File: src/rtl/pc_redirect_ctrl_pkg.sv
// Shared constants, state encodings and helpers for the ID-stage next-PC unit.
package pc_redirect_ctrl_pkg;

  // Default reset PC and exception vector.
  localparam logic [31:0] RESET_PC_DEF   = 32'hBFC0_0000;
  localparam logic [31:0] EXC_VECTOR_DEF = 32'hBFC0_0380;

  // Redirect FSM encodings: IDLE = no held redirect, PENDING = target waiting on fetch.
  localparam logic [0:0] ST_IDLE    = 1'b0;
  localparam logic [0:0] ST_PENDING = 1'b1;

  // Which source feeds the redirect target.
  typedef enum logic [1:0] {
    TGT_BR = 2'd0,
    TGT_J  = 2'd1,
    TGT_JR = 2'd2
  } tgt_sel_e;

  // Increment that sticks at all-ones instead of wrapping.
  function automatic logic [31:0] sat_inc(input logic [31:0] v);
    sat_inc = (v == 32'hFFFF_FFFF) ? v : v + 32'd1;
  endfunction

endpackage

File: src/rtl/pc_redirect_ctrl_branch_target_calc.sv
// branch_target_calc: combinational redirect target select (jr > j > branch)
// and link address for the ID-stage instruction.
module branch_target_calc
  import pc_redirect_ctrl_pkg::*;
(
  input  logic        j_i,
  input  logic        jr_i,
  input  logic [31:0] id_pc4_i,
  input  logic [15:0] imm_i,
  input  logic [25:0] instr_idx_i,
  input  logic [31:0] rs_val_i,
  output logic [31:0] target_o,
  output logic [31:0] link_addr_o
);

  tgt_sel_e    sel;
  logic [31:0] br_tgt;
  logic [31:0] j_tgt;

  // Compute all candidate targets and pick one by priority.
  always_comb begin
    br_tgt      = id_pc4_i + {{14{imm_i[15]}}, imm_i, 2'b00};
    j_tgt       = {id_pc4_i[31:28], instr_idx_i, 2'b00};
    link_addr_o = id_pc4_i + 32'd4;
    if (jr_i)     sel = TGT_JR;
    else if (j_i) sel = TGT_J;
    else          sel = TGT_BR;
    case (sel)
      TGT_JR:  target_o = rs_val_i;
      TGT_J:   target_o = j_tgt;
      default: target_o = br_tgt;
    endcase
  end

endmodule

File: src/rtl/pc_redirect_ctrl.sv
// pc_redirect_ctrl: ID-stage next-PC unit owning the fetch PC register.
// Holds a redirect whose fetch has not been accepted yet; exceptions win over all.
// Optional branch statistics counters are enabled by defining BRANCH_STATS_EN.
module pc_redirect_ctrl
  import pc_redirect_ctrl_pkg::*;
#(
  parameter logic [31:0] RESET_PC   = RESET_PC_DEF,
  parameter logic [31:0] EXC_VECTOR = EXC_VECTOR_DEF
) (
  input  logic        clk,
  input  logic        rst,
  input  logic        stall_i,
  input  logic        fetch_ready_i,
  input  logic        id_valid_i,
  input  logic        br_i,
  input  logic        br_taken_i,
  input  logic        j_i,
  input  logic        jr_i,
  input  logic        exc_i,
  input  logic [31:0] id_pc4_i,
  input  logic [15:0] imm_i,
  input  logic [25:0] instr_idx_i,
  input  logic [31:0] rs_val_i,
  output logic [31:0] pc_o,
  output logic        pc_misalign_o,
  output logic [31:0] link_addr_o,
  output logic        redirect_pend_o,
  output logic [31:0] br_cnt_o,
  output logic [31:0] br_taken_cnt_o
);

  logic        id_fire;
  logic        redir;
  logic [31:0] target;

  logic [0:0]  state_q, state_d;
  logic [31:0] pc_q, pc_d;
  logic [31:0] pend_tgt_q, pend_tgt_d;
  logic        misalign_q, misalign_d;

  branch_target_calc u_tgt (
    .j_i         (j_i),
    .jr_i        (jr_i),
    .id_pc4_i    (id_pc4_i),
    .imm_i       (imm_i),
    .instr_idx_i (instr_idx_i),
    .rs_val_i    (rs_val_i),
    .target_o    (target),
    .link_addr_o (link_addr_o)
  );

  assign id_fire = id_valid_i & ~stall_i;
  assign redir   = id_fire & ((br_i & br_taken_i) | j_i | jr_i);

  // Next-PC decision: exception, then pending release, then new redirect, then sequential.
  always_comb begin
    pc_d       = pc_q;
    state_d    = state_q;
    pend_tgt_d = pend_tgt_q;
    if (exc_i) begin
      pc_d       = EXC_VECTOR;
      state_d    = ST_IDLE;
      pend_tgt_d = 32'd0;
    end else if (state_q == ST_PENDING) begin
      // The instruction behind a taken branch is its delay slot, so any
      // redirect seen while one is held cannot be legitimate and is ignored.
      if (fetch_ready_i) begin
        pc_d    = pend_tgt_q;
        state_d = ST_IDLE;
      end
    end else if (redir) begin
      if (fetch_ready_i) begin
        pc_d = target;
      end else begin
        pend_tgt_d = target;
        state_d    = ST_PENDING;
      end
    end else if (fetch_ready_i && !stall_i) begin
      pc_d = pc_q + 32'd4;
    end
    misalign_d = (pc_d[1:0] != 2'b00);
  end

  // PC, misalignment flag and redirect FSM registers.
  always_ff @(posedge clk) begin
    if (rst) begin
      pc_q       <= RESET_PC;
      misalign_q <= 1'b0;
      state_q    <= ST_IDLE;
      pend_tgt_q <= 32'd0;
    end else begin
      pc_q       <= pc_d;
      misalign_q <= misalign_d;
      state_q    <= state_d;
      pend_tgt_q <= pend_tgt_d;
    end
  end

  assign pc_o            = pc_q;
  assign pc_misalign_o   = misalign_q;
  assign redirect_pend_o = (state_q == ST_PENDING);

`ifdef BRANCH_STATS_EN
  logic [31:0] br_cnt_q, br_cnt_d;
  logic [31:0] br_taken_cnt_q, br_taken_cnt_d;

  // Saturating counts of branches leaving ID and of those that were taken.
  always_comb begin
    br_cnt_d       = br_cnt_q;
    br_taken_cnt_d = br_taken_cnt_q;
    if (id_fire && br_i) begin
      br_cnt_d = sat_inc(br_cnt_q);
      if (br_taken_i) br_taken_cnt_d = sat_inc(br_taken_cnt_q);
    end
  end

  // Statistics counter registers.
  always_ff @(posedge clk) begin
    if (rst) begin
      br_cnt_q       <= 32'd0;
      br_taken_cnt_q <= 32'd0;
    end else begin
      br_cnt_q       <= br_cnt_d;
      br_taken_cnt_q <= br_taken_cnt_d;
    end
  end

  assign br_cnt_o       = br_cnt_q;
  assign br_taken_cnt_o = br_taken_cnt_q;
`else
  assign br_cnt_o       = 32'd0;
  assign br_taken_cnt_o = 32'd0;
`endif

endmodule

File: config.mk
export PLATFORM = sky130hd
export DESIGN_NAME = pc_redirect_ctrl
export DESIGN_NICKNAME = d
export VERILOG_FILES = /design/src/rtl/pc_redirect_ctrl_pkg.sv /design/src/rtl/pc_redirect_ctrl_branch_target_calc.sv /design/src/rtl/pc_redirect_ctrl.sv
export SDC_FILE = /design/constraint.sdc
export NUM_CORES = 1
export LEC_CHECK = 0
export BUFFER_PORTS_ARGS = -buffer_cell sky130_fd_sc_hd__buf_2
export CORE_UTILIZATION = 47
export CTS_BUF_LIST = sky130_fd_sc_hd__clkbuf_4
export DETAILED_ROUTE_END_ITERATION = 10
export HOLD_SLACK_MARGIN = 0.02
export PLACE_DENSITY = 0.85
export RECOVER_POWER = 50
export SYNTH_ARGS = -nofsm -noshare
export SYNTH_HDL_FRONTEND = slang
export SYNTH_SLANG_ARGS = --single-unit
File: constraint.sdc
create_clock -name clk -period 2.75 [get_ports clk]
set_input_delay 0.275 -clock clk [delete_from_list [all_inputs] [get_ports clk]]
set_output_delay 0.275 -clock clk [all_outputs]
set_load 0.05 [all_outputs]
* Yosys cells after proc, flatten, opt, wreduce, memory -nomap -nowiden *
Index checks and enable logic that the tools add are counted.

cells by class
  bitwise gates (word level) = 8
  muxes and demuxes = 12
  add/subtract/negate cells = 3
  equality and inequality tests = 6
  reductions and logical operators = 9

operators with widths
  operator                                                          number
  32-bit 2-to-1 mux                                                 5
  32-bit by 3-bit adder with 32-bit output (second input constant)  2
  32-bit one-hot mux with 2 select lines                            1
  32-bit adder                                                      1
  10-bit 2-to-1 mux                                                 1
  3-bit AND reduction                                               3
  3-bit != test (second input constant)                             2
  1-bit 2-to-1 mux                                                  4
  2-bit != test (second input constant)                             2
  4-bit nonzero test                                                1
  1-bit AND                                                         3
  1-bit NOT                                                         3
  3-bit nonzero test                                                1
  2-bit by 1-bit == test with 1-bit output (second input constant)  1
  2-bit == test (second input constant)                             1
  2-bit 2-to-1 mux                                                  1
  1-bit bitwise OR                                                  2
  2-bit nonzero test                                                1
  2-bit OR reduction                                                1
  1-bit logical AND                                                 1
  1-bit zero test                                                   1

storage, ports and cells
  register bits = 66
  output and inout port bits = 130
  logic and storage cells = 44
  input port bits = 116

* Depth between registers and ports, before layout *
Gate-level depths: netlist of run 1.

  depth in word-level cells = 9
  gate-level depth with buffers = 13
  depth with buffers taken out = 13

* By module *
A second synthesis of run 1 with hierarchy kept.

unflattened totals
  cells, all modules = 927
  area total of the unflattened synthesis = 6713.9 sq um

modules (own cells, without submodules)
  module              cells an instance  seq. area each (sq um)  times used  area an instance (sq um)
  pc_redirect_ctrl    518                1321.3                  1           3990.1
  branch_target_calc  409                0.0                     1           2723.9

* Least setup slack after synthesis of run 1 *
OpenSTA, ideal clock, no wires.

  kind = register to register
  start point = register pc_q[2] (netlist: pc_o[2])
  end point = register pc_q[30] (netlist: pc_o[30])
  data arrival time = 2.804 ns
  setup time = 0.116 ns
  slack = -0.170 ns
  required time = 2.634 ns
  path buffers = 0
  cell stages (with the launch flop) = 12
  period minus slack after synthesis = 2.920 ns
  cells stage by stage = dfxtp_1 -> ha_1 -> and4_1 -> nor2b_1 -> and2_1 -> nor2b_1 -> and3_1 -> nand3_1 -> xnor2_1 -> a221oi_1 -> o211ai_2 -> o211a_1

on the way
  word-level cells in the longest chain between the ends = 4

ends and longest elaborated chain
  element                                   RTL line                RTL
  from (decl)                               pc_redirect_ctrl.sv:37  logic [31:0] pc_q, pc_d;
  from (signal assigned)                    pc_redirect_ctrl.sv:92  pc_q <= pc_d;
  32-bit by 3-bit adder with 32-bit output  pc_redirect_ctrl.sv:79  pc_d = pc_q + 32'd4;
  32-bit 2-to-1 mux                         pc_redirect_ctrl.sv:78  end else if (fetch_ready_i && !stall_i) begin
  32-bit 2-to-1 mux                         pc_redirect_ctrl.sv:71  end else if (redir) begin
  32-bit 2-to-1 mux                         pc_redirect_ctrl.sv:64  end else if (state_q == ST_PENDING) begin

No other way between the ends. The select of a mux whose other input is x is not followed.
A chain may end at the register's enable or synchronous reset.

* Final worst setup path of run 1 *
Same ends and word-level chain as after synthesis.

==> summary.md, run 1 <==
| Metric | Value |
|---|---|
| Part of the cycle the worst path needs | 97.0% |
| Post-synthesis sequential area ratio | 20.1% |
| Crit Path Max Fanout | 3 |
| Die Wd | 120 um |
| Row count | 42 |
| Antenna-violating nets left | 0 |
| TritonCTS Buffers | 9 |
| DR pass1 iterations | 5 |
| Comb pwr share | 47.7% |
| Sequential share of power | 34.4% |
| Most used cell, CP | nor2b_1 |
| Max clock buf depth | 2 |
| Power per standard cell area | 354 nW/um^2 |
| Crit-path slowest cell | a221oi_1 |
| Initial DRC Count | 743 |
| Required time worst endpoint | 3.08 ns |
| Most frequent cells in the layout | 131 x buf_2, 121 x buf_4, 104 x nand2_1 |
| Sw Pwr | 1.28 mW |
| Global-route wire length before repair | 34,900 um |
| Die Ht | 120 um |
| Final hold vios | 0 |
| Clk pwr share | 17.9% |
| Gr usage total | 30.2% |
| Initial Util | 49.0% |
| Worst Path Arrival | 3.00 ns |
| Startpoint type of the worst setup path | flip-flop |
| Root Driver | clkbuf_4 |
| Cells along the critical path | ha_1 -> and4_1 -> nor2b_1 -> and2_1 -> nor2b_1 -> and3_1 -> nand3_1 -> xnor2_1 -> a221oi_1 -> o211ai_2 -> o211a_1 |
| Post-Synthesis Cells | 907 |
| Fin util | 61.2% |
| Routability cong. | 0.956 |
| Initial antenna violation count | 0 |
| Max incr delay on CP | 0.37 ns |
| I/O pin total | 246 |
| Layout cell share with drive strength beyond 1 | 24.5% |
| Top-area cell type share of the netlist area | 20.1% |
| Mean Syn Cell Area | 7.26 um^2 |
| Clock sink count | 66 |
| DP Area | 8190 um^2 |
| Final instance area | 8240 um^2 |
| TritonCTS clock tree | built |
| Outcome | finished clean |
| Leakage | 3.67 nW |
| Area delta synth->final | 25.1% |
| Max VDD drop | 0.171 mV |
| Synth area leaders | dfxtp_1 20%, buf_4 7.5%, nand2_1 5.9% |
| CP Class | reg2reg |
| #FFs+latches synth | 66 |
| Worst-margin pin slew | 1.16 ns |
| Total power draw | 2.91 mW |
| Cell family with most CP delay | simple AND/OR/NAND/NOR gates |
| CTS Hold Bufs | 0 |
| Final Max Tran Viols | 0 |
| Net Sw Frac | 44.0% |
| Maximum Capacitance Violations | 0 |
| Post-DP HPWL | 17,700 um |
| Vias post-DR | 7,790 |
| Number of synthesized flops with an enable pin | 0 |
| Yosys warns | 0 |
| Setup Skew | 0.0101 ns |
| Vias in the first global route | 7,182 |
| Pre-CTS WS | -0.315 ns |
| Distinct cells, synth | 73 |
| DRC violations left | 0 |
| Clock transition at path regs | 0.11 ns |
| Routed wire length | 22,100 um |
| Final net count | 1,317 |
| Yosys top cell by area | dfxtp_1 |
| Total grt overflow | 0 |
| Synth Cell Area | 6590 um^2 |
| # H-tree levels | 3 |
| Endpoints failing setup | 0 |
| Worst-skew pair later-pin latency | 0.43 ns |
| Commonest non-fill, non-tap cell in the layout | buf_2 |
| Vias per cell | 5.77 |
| Largest net degree at the start of global routing | 52 |
| Internal power | 1.63 mW |
| Hold Path Class | in2reg |
| Crit. End Element | flip-flop |
| Port Buf Inserts | 181 |
| Total core area | 13,500 um^2 |
| Fin crit period | 2.67 ns |
| Async SR Flop Fraction | 0% |
| Die ar. | 14,500 um^2 |
| Routed wire per std cell | 16.3 um |
| Relative slew slack | 22.0% |
| Final worst setup slack | 0.0825 ns |
| Ys flop type | dfxtp_1 |
| CP Buf/Inv Count | 0 |
| Max frequency | 375 MHz |
-- registers in the layout, summed over array words and instances (netlist names) --
name	count
pend_tgt_q	32
pc_o	32
redirect_pend_o	1
pc_misalign_o	1
-- cells in the mapped netlist (9+ instances only) --
cell      count
a21oi_1      71
o221ai_1      9
dfxtp_1      66
buf_4        66
and2_1       10
ha_1         31
o31ai_1      11
nor3_1       27
nand2_1     104
xnor2_1      42
a21o_1       18
and3_1       14
a221oi_1     17
a211oi_1     12
clkbuf_1     45
nor2_1       62
nand3_1      41
o21ai_0      58
xor2_1       23
o21a_1       12
nand4_1      11
inv_1        16
o211ai_1     13
mux2i_1      10
-- power groups by stage --
stage,sequential [mW],combinational (mW),clock (mW)
final,1.00,1.39,0.523
after floorplan,1.07,0.920,0
after detailed placement,1.02,1.37,0
after CTS,1.00,1.37,0.525
after global placement,1.02,1.35,0
after global routing,1.01,1.49,0.568
-- kinds of logic after synthesis --
logic type / share of synthesized area, %
buf+inv: 11.5
mux: 1.52
fa+ha+maj: 6.19
other cells: 0.0569
compound gates: 29.8
xor+xnor: 8.64
flops: 20.1
simple gates: 22.3
-- layout make-up --
type / instances / area [um^2]
Clock inverter: 6 / 23.8
Antenna cell: 1 / 2.50
Sequential cell: 66 / 1320
Clock buffer: 10 / 75.1
Timing Repair Buffer: 305 / 1760
Inverter: 16 / 60.1
Tap cell: 176 / 220
Fill cell: 1279 / 5210
Multi-Input combinational cell: 771 / 4770
-- worst register-to-register path, delay by kind of cell, from the launching register on --
kind | cells | cell delay, ns
AO/OA/AOI/OAI | 3 | 0.66
XOR/XNOR | 1 | 0.16
adder cells (fa/ha/maj) | 1 | 0.20
flip-flops | 1 | 0.35
AND/OR/NAND/NOR | 6 | 1.20
-- through the flow --
| stage | hold WS [ns] | TNS, ns | std cells |
|---|---|---|---|
| 6_report | 0.0509 | 0 | 1351 |
| 5_1_grt | 0.0594 | -0.0101 | 1350 |
| 4_1_cts | 0.0402 | 0 | 1350 |
| 3_5_place_dp | 0.443 | -4.41 | 1334 |
| 3_3_place_gp | 0.439 | -2.69 | 1334 |
| 2_1_floorplan | 0.353 | 0 | 970 |
-- metal layers --
| layer | vias to the layer above | share of wire [%] | track usage [%] |
|---|---|---|---|
| met2 | 455 | 46 | 49.0 |
| met1 | 3557 | 41 | 38.8 |
| met5 | - | 0 | 0 |
| li1 | 3717 | - | - |
| met3 | 61 | 9.2 | 5.00 |
| met4 | 0 | 4.0 | 14.5 |
-- timing repair --
item	CTS	global route
setup endpoints to repair	0	7
setup buffers	0	0
resized for setup	0	8
-- path summary, 6_finish.rpt --
| check | start | end | slack [ns] | cells past startpoint |
|---|---|---|---|---|
| worst max-delay path | pc_o[2]$_SDFFE_PP0P_ | pc_o[30]$_SDFFE_PP0P_ | 0.08 | 11 |
| worst min-delay path | rst | pc_o[9]$_SDFFE_PP0P_ | 0.05 | 2 |
| worst max register to register | pc_o[2]$_SDFFE_PP0P_ | pc_o[30]$_SDFFE_PP0P_ | 0.08 | 11 |
| worst min register to register | pend_tgt_q[14]$_SDFFE_PP0P_ | pend_tgt_q[14]$_SDFFE_PP0P_ | 0.46 | 2 |
No activity file was read; power rests on OpenSTA's default activity.
==> run 2: changes to the inputs <==
- PLACE_DENSITY: 0.85 -> 0.8
- SYNTH_HIERARCHICAL: default -> 1
==> summary.md, run 2 <==
| Metric | Value |
|---|---|
| Clk pwr share | 18.0% (about the same) |
| Yosys warns | 6 (+6) |
| Worst Path Arrival | 3.17 ns (+0.17 ns) |
| Sw Pwr | 1.34 mW (+5.0%) |
| Final worst setup slack | -0.0866 ns (-0.169 ns) |
| Crit. End Element | flip-flop |
| Initial DRC Count | 716 (-3.6%) |
| Pre-CTS WS | -0.652 ns (-0.337 ns) |
| Worst-margin pin slew | 1.14 ns (-0.0231 ns) |
| Mean Syn Cell Area | 7.24 um^2 (-0.28%) |
| Final hold vios | 0 (unchanged) |
| I/O pin total | 246 (unchanged) |
| Mux contribution to synthesized area | 1.90% (+0.38 points) |
| Ys flop type | dfxtp_1 |
| Total grt overflow | 0 (unchanged) |
| Die Wd | 122 um (+0.94%) |
| Crit Path Max Fanout | 3 (unchanged) |
| Area of the multi-input gates | 5030 um^2 (+5.5%) |
| Die Ht | 122 um (+0.94%) |
| Vias post-DR | 7,971 (+2.3%) |
| Total core area | 13,900 um^2 (+3.6%) |
| Placed cells | 1,367 (+2.5%) |
| Routed wire per std cell | 16.0 um (-2.2%) |
| Fin util | 62.2% (+1.0 points) |
| Row count | 43 (+2.4%) |
| Internal power | 1.73 mW (+5.9%) |
| RSZ-0062 raised after global routing | true |
| Synth Cell Area | 6710 um^2 (+1.9%) |
| Antenna-violating nets left | 0 (unchanged) |
| Vias per cell | 5.72 (-0.83%) |
| Post-Layout Cell Count | 1,394 (+3.2%) |
| Synth Area in Adders | 6.08% (-0.12 points) |
| Top-count cell post-synth | nand2_1 |
| Sequential share of power | 32.7% (-1.7 points) |
| Number of synthesized flops with an enable pin | 0 (unchanged) |
| Initial Util | 48.2% (-0.79 points) |
| Max VDD drop | 0.258 mV (+51%) |
| Initial antenna violation count | 1 (+1) |
| Post-DP HPWL | 17,300 um (-2.2%) |
| Die ar. | 14,800 um^2 (+1.9%) |
| Final net count | 1,356 (+3.0%) |
| Setup Skew | 0.0130 ns (+0.00289 ns) |
| Port Buf Inserts | 181 (unchanged) |
| Fin crit period | 2.84 ns (+0.169 ns) |
| Routability cong. | 0.923 (-3.5%) |
| Hold Path Class | in2reg |
| Commonest non-fill, non-tap cell in the layout | nand2_1 |
| Startpoint type of the worst setup path | input pin |
| Endpoints failing setup | 2 (+2) |
| Worst-skew pair later-pin latency | 0.43 ns (about the same) |
| Net Sw Frac | 43.7% (-0.23 points) |
| Register area | 1320 um^2 (-0.19%) |
| Max clock buf depth | 2 (unchanged) |
| Cells along the critical path | buf_2 -> ha_1 -> a211oi_2 -> nor2_2 -> o31ai_4 -> nand4_4 -> a2111oi_4 -> nor4_2 -> a2111oi_2 -> mux2i_1 -> o221ai_2 -> a221oi_2 -> a21oi_1 -> a2bb2oi_1 |
| Part of the cycle the worst path needs | 103% (+6.1 points) |
| Required time worst endpoint | 3.08 ns (about the same) |
| Largest family of logic cells by synthesized area | compound AO/OA/AOI/OAI gates |
| Distinct cells, synth | 78 (+6.8%) |
| Violated checks | negative setup slack |
| Max incr delay on CP | 0.44 ns (+0.07 ns) |
| Commonest cells post-synth | 137 x nand2_1, 113 x a21oi_1, 68 x buf_4 |
| Fillers | 1,282 (+0.23%) |
| Largest net degree at the start of global routing | 41 (-21%) |
| DR pass1 iterations | 5 (unchanged) |
| Xor/xnor share of the synthesized area | 7.57% (-1.1 points) |
| Relative slew slack | 23.4% (+1.5 points) |
| Synth Area in Simple Gates | 22.6% (+0.36 points) |
| Gr usage total | 29.4% (-0.82 points) |
| Crit-path slowest cell | a2111oi_4 |
| Vias in the first global route | 7,336 (+2.1%) |
| Top-area cell type share of the netlist area | 19.7% (-0.38 points) |
| Clock sink count | 66 (unchanged) |
| Layout cell share with drive strength beyond 1 | 28.3% (+3.7 points) |
| Worst hold margin | 0.0792 ns (+0.0283 ns) |
| TritonCTS Buffers | 9 (unchanged) |
| CP Class | in2reg |
| Outcome | finished, violations left |
| TritonCTS clock tree | built |
| Maximum Capacitance Violations | 0 (unchanged) |
| Async SR Flop Fraction | 0% (unchanged) |
| Yosys top cell by area | dfxtp_1 |
| Leakage | 3.78 nW (+3.1%) |
| Post-synthesis sequential area ratio | 19.7% (-0.38 points) |
| Root Driver | clkbuf_4 |
| Final Max Tran Viols | 0 (unchanged) |
| Post-Synthesis Cells | 927 (+2.2%) |
| # H-tree levels | 3 (unchanged) |
| R2r setup slk | 0.06 ns (-0.02 ns) |
| #FFs+latches synth | 66 (unchanged) |
| DRC violations left | 0 (unchanged) |
| Max frequency | 353 MHz (-6.0%) |
| Comb pwr share | 49.2% (+1.5 points) |
| Synth Area in Compound Gates | 30.6% (+0.87 points) |
| Power per standard cell area | 354 nW/um^2 (+0.23%) |
| Synth area leaders | dfxtp_1 20%, a21oi_1 8.4%, nand2_1 7.7% |
| Clock transition at path regs | 0.11 ns (about the same) |
| Total power draw | 3.07 mW (+5.5%) |
| Area delta synth->final | 29.2% |
| Global-route wire length before repair | 34,500 um (-1.2%) |
| Most frequent cells in the layout | 136 x nand2_1, 132 x buf_2, 132 x buf_4 |
| Routed wire length | 22,300 um (+0.93%) |
==> run 2: cell types whose count changed in the layout (fill, tap and decap cells not counted), sizes merged, moves of 8 or more <==
cell and change:
nand4 +11, o21ai -8, nor3 -9, o22ai +9, a2bb2oi +8, a21oi +40, buf +16, nand2 +33
nor2 -24, inv +8
==> run 2: cells by family after synthesis <==
| kind of cell | count (synthesis) |
|---|---|
| compound gates | 310 |
| xor+xnor | 58 |
| fa+ha+maj | 32 |
| buf+inv | 134 |
| flops | 66 |
| mux | 12 |
| other cells | 1 |
| simple gates | 314 |
==> run 2: worst paths after layout <==
path | from | to | cells after the start
max reg2reg | redirect_pend_o$_SDFF_PP0_ | pc_misalign_o$_SDFF_PP0_ | 6
min reg2reg | pend_tgt_q[1]$_SDFFE_PP0P_ | pend_tgt_q[1]$_SDFFE_PP0P_ | 2
max | id_pc4_i[4] | pc_o[29]$_SDFFE_PP1P_ | 14
min | rst | pc_o[7]$_SDFFE_PP0P_ | 2
==> run 2: layout make-up <==
| type | count | share of cell area (%) |
|---|---|---|
| flip-flops and latches | 66 | 15.2 |
| clock inverters | 5 | 0.245 |
| diodes | 1 | 0.0289 |
| repair buffers | 317 | 21.9 |
| clock buffers | 11 | 0.952 |
| well taps | 180 | 2.60 |
| inverters | 24 | 1.04 |
| multi-input cells | 790 | 58.0 |
==> run 2: critical path, delay by kind of cell <==
kind	cells	cell delay, ns
buf+inv	1	0.11
compound gates	8	1.93
mux	1	0.28
fa+ha+maj	1	0.24
simple gates	3	0.31
==> run 2: what timing repair did <==
item	CTS	global route
buffers inserted	7	3
hold buffers	0	0
resized for setup	14	25
pin swaps	17	20
setup endpoints to repair	2	17
==> run 2: per-stage QoR <==
| stage | setup TNS (ns) | instance area, um^2 |
|---|---|---|
| 6_report | -0.0896 | 8670 |
| 5_1_grt | -0.818 | 8670 |
| 4_1_cts | -0.140 | 8610 |
| 3_5_place_dp | -6.85 | 8390 |
| 3_3_place_gp | -5.27 | 8390 |
| 2_1_floorplan | -0.376 | 6980 |
==> run 2: layer usage <==
layer | wire (um) | vias to the layer above | track usage [%]
li1 | - | 3827 | -
met1 | 9150 | 3666 | 36.0
met5 | 0 | - | 0
met2 | 10600 | 412 | 50.7
met4 | 836 | 0 | 12.5
met3 | 1660 | 66 | 4.46
==> run 2: power groups by stage <==
stage,combinational [mW],clock (mW),sequential [mW]
detailed placement,1.44,0,1.03
CTS,1.47,0.551,1.01
global placement,1.43,0,1.03
floorplan,0.971,0,1.07
global route,1.62,0.595,1.01
finish,1.51,0.554,1.01
==> run 3: changes to the inputs <==
- SYNTH_HIERARCHICAL: 1 -> default
==> summary.md, run 3 (same netlist as run 1, synthesis figures left out) <==
| Metric | Value |
|---|---|
| Outcome | finished clean |
| Fillers | 1,285 (+0.23%) |
| DR pass1 iterations | 5 (unchanged) |
| Sequential share of power | 31.7% (-1.0 points) |
| Worst-skew pair later-pin latency | 0.45 ns (+0.02 ns) |
| Fin crit period | 2.60 ns (-0.234 ns) |
| Vias per cell | 5.68 (-0.66%) |
| # Post-CTS Setup Buffers | 0 (-7) |
| Die Wd | 120 um (-0.93%) |
| Max VDD drop | 0.272 mV (+5.5%) |
| Global-route wire length before repair | 34,000 um (-1.4%) |
| Sw Pwr | 1.30 mW (-2.9%) |
| Worst Path Arrival | 2.96 ns (-0.21 ns) |
| Final Max Tran Viols | 0 (unchanged) |
| Max frequency | 384 MHz (+9.0%) |
| Port Buf Inserts | 181 (unchanged) |
| Largest net degree at the start of global routing | 52 (+27%) |
| Power per standard cell area | 377 nW/um^2 (+6.3%) |
| CTS Hold Bufs | 0 (unchanged) |
| Setup TNS | 0 ns (+0.0896 ns) |
| Cell family with most CP delay | buffers and inverters |
| Area delta synth->final | 26.8% |
| Max incr delay on CP | 0.52 ns (+0.08 ns) |
| Routed wire per std cell | 16.2 um (+1.1%) |
| Clock transition at path regs | 0.11 ns (about the same) |
| Crit. End Element | flip-flop |
| DRC violations left | 0 (unchanged) |
| Final worst setup slack | 0.147 ns (+0.234 ns) |
| Final hold vios | 0 (unchanged) |
| Comb pwr share | 44.3% (-4.9 points) |
| Most frequent cells in the layout | 130 x buf_2, 127 x buf_4, 104 x nand2_1 |
| Endpoints failing setup | 0 (-2) |
| CP Class | in2reg |
| Clock sink count | 66 (unchanged) |
| Final instance area | 8350 um^2 (-3.7%) |
| Root Driver | clkbuf_4 |
| Crit Path Max Fanout | 24 (+21) |
| Die Ht | 120 um (-0.93%) |
| Net Sw Frac | 41.4% (-2.3 points) |
| I/O pin total | 246 (unchanged) |
| CP Buf/Inv Count | 4 (+3) |
| Crit-path slowest cell | clkbuf_2 |
| Vias in the first global route | 6,961 (-5.1%) |
| Gr usage total | 29.6% (+0.23 points) |
| Initial DRC Count | 764 (+6.7%) |
| Startpoint type of the worst setup path | input pin |
| Relative slew slack | 21.8% (-1.7 points) |
| Leakage | 3.72 nW (-1.6%) |
| Initial Util | 49.0% (+0.79 points) |
| Vias post-DR | 7,714 (-3.2%) |
| Row count | 42 (-2.3%) |
| Fin util | 62.1% (-0.15 points) |
| Clk pwr share | 24.0% (+6.0 points) |
| TritonCTS Buffers | 9 (unchanged) |
| Commonest non-fill, non-tap cell in the layout | buf_2 |
| RSZ-0062 raised after global routing | false |
| Cells along the critical path | clkbuf_1 -> inv_1 -> nand2_1 -> a21oi_1 -> nand3b_1 -> clkbuf_1 -> or3_1 -> clkbuf_2 -> o21ai_0 -> and2_1 |
| Total power draw | 3.15 mW (+2.4%) |
| Setup Skew | 0.0133 ns (+0.000283 ns) |
| Part of the cycle the worst path needs | 94.7% (-8.5 points) |
| DP Area | 8260 um^2 (-1.6%) |
| Worst-margin pin slew | 1.17 ns (+0.0264 ns) |
| Most used cell, CP | clkbuf_1 |
| Antenna-violating nets left | 0 (unchanged) |
| Max clock buf depth | 2 (unchanged) |
| Internal power | 1.84 mW (+6.6%) |
| Layout cell share with drive strength beyond 1 | 25.4% (-2.9 points) |
| Pre-CTS WS | -0.277 ns (+0.375 ns) |
| # H-tree levels | 3 (unchanged) |
| Hold Path Class | in2reg |
| TritonCTS clock tree | built |
| Die ar. | 14,500 um^2 (-1.9%) |
| Post-DP HPWL | 17,400 um (+0.64%) |
| Initial antenna violation count | 0 (-1) |
| Routability cong. | 0.952 (+3.2%) |
| Total core area | 13,500 um^2 (-3.5%) |
| Final net count | 1,324 (-2.4%) |
| Maximum Capacitance Violations | 0 (unchanged) |
| Required time worst endpoint | 3.10 ns (+0.02 ns) |
| Total grt overflow | 0 (unchanged) |
| Routed wire length | 21,900 um (-1.5%) |
-- run 3: routing by layer --
layer	share of wire [%]	routed length [um]	up-vias	global-route usage, %
met2	46	9990	409	49.1
met3	8.5	1860	60	5.38
li1	-	-	3740	-
met4	3.3	733	0	11.7
met1	43	9360	3505	37.8
met5	0	0	-	0
-- run 3: repair_timing --
action	in CTS	in global routing
hold endpoints to repair	0	0
setup endpoints to repair	0	6
resized for setup	0	6
-- run 3: per-stage QoR --
stage	instances	hold slack, ns
2_1_floorplan	970	0.353
4_1_cts	1357	0.0433
3_3_place_gp	1341	0.437
5_1_grt	1357	0.0633
6_report	1358	0.0608
3_5_place_dp	1341	0.444
-- run 3: path summary, 6_finish.rpt --
path                                             startpoint                           to  slack [ns]  cells past startpoint
worst min-delay path                                    rst         pc_o[9]$_SDFFE_PP0P_        0.06                      2
worst min register to register  pend_tgt_q[20]$_SDFFE_PP0P_  pend_tgt_q[20]$_SDFFE_PP0P_        0.46                      2
worst max register to register   redirect_pend_o$_SDFF_PP0_        pc_o[21]$_SDFFE_PP0P_        0.19                      7
worst max-delay path                                   jr_i  pend_tgt_q[13]$_SDFFE_PP0P_        0.15                     10
-- run 3: layout make-up --
type / instances / area, um^2 / area share (%)
Multi-Input combinational cell: 771 / 4770 / 57.1
Timing Repair Buffer: 312 / 1810 / 21.7
Sequential cell: 66 / 1320 / 15.8
Tap cell: 176 / 220 / 2.64
Clock buffer: 11 / 82.6 / 0.989
Clock inverter: 5 / 78.8 / 0.944
Inverter: 16 / 60.1 / 0.719
Antenna cell: 1 / 2.50 / 0.0300
-- run 3: power groups by stage --
| stage | clock network, mW | registers [mW] | logic, mW |
|---|---|---|---|
| global placement | 0 | 1.02 | 1.37 |
| floorplan | 0 | 1.07 | 0.920 |
| finish | 0.756 | 0.998 | 1.39 |
| CTS | 0.757 | 0.997 | 1.39 |
| detailed placement | 0 | 1.02 | 1.38 |
| global route | 0.803 | 1.00 | 1.50 |
-- run 3: worst reg2reg max path, delay by kind of cell (launching register included) --
kind            cells  cell delay [ns]
simple gates        2             0.32
compound gates      2             0.58
flops               1             0.42
buf+inv             3             1.13
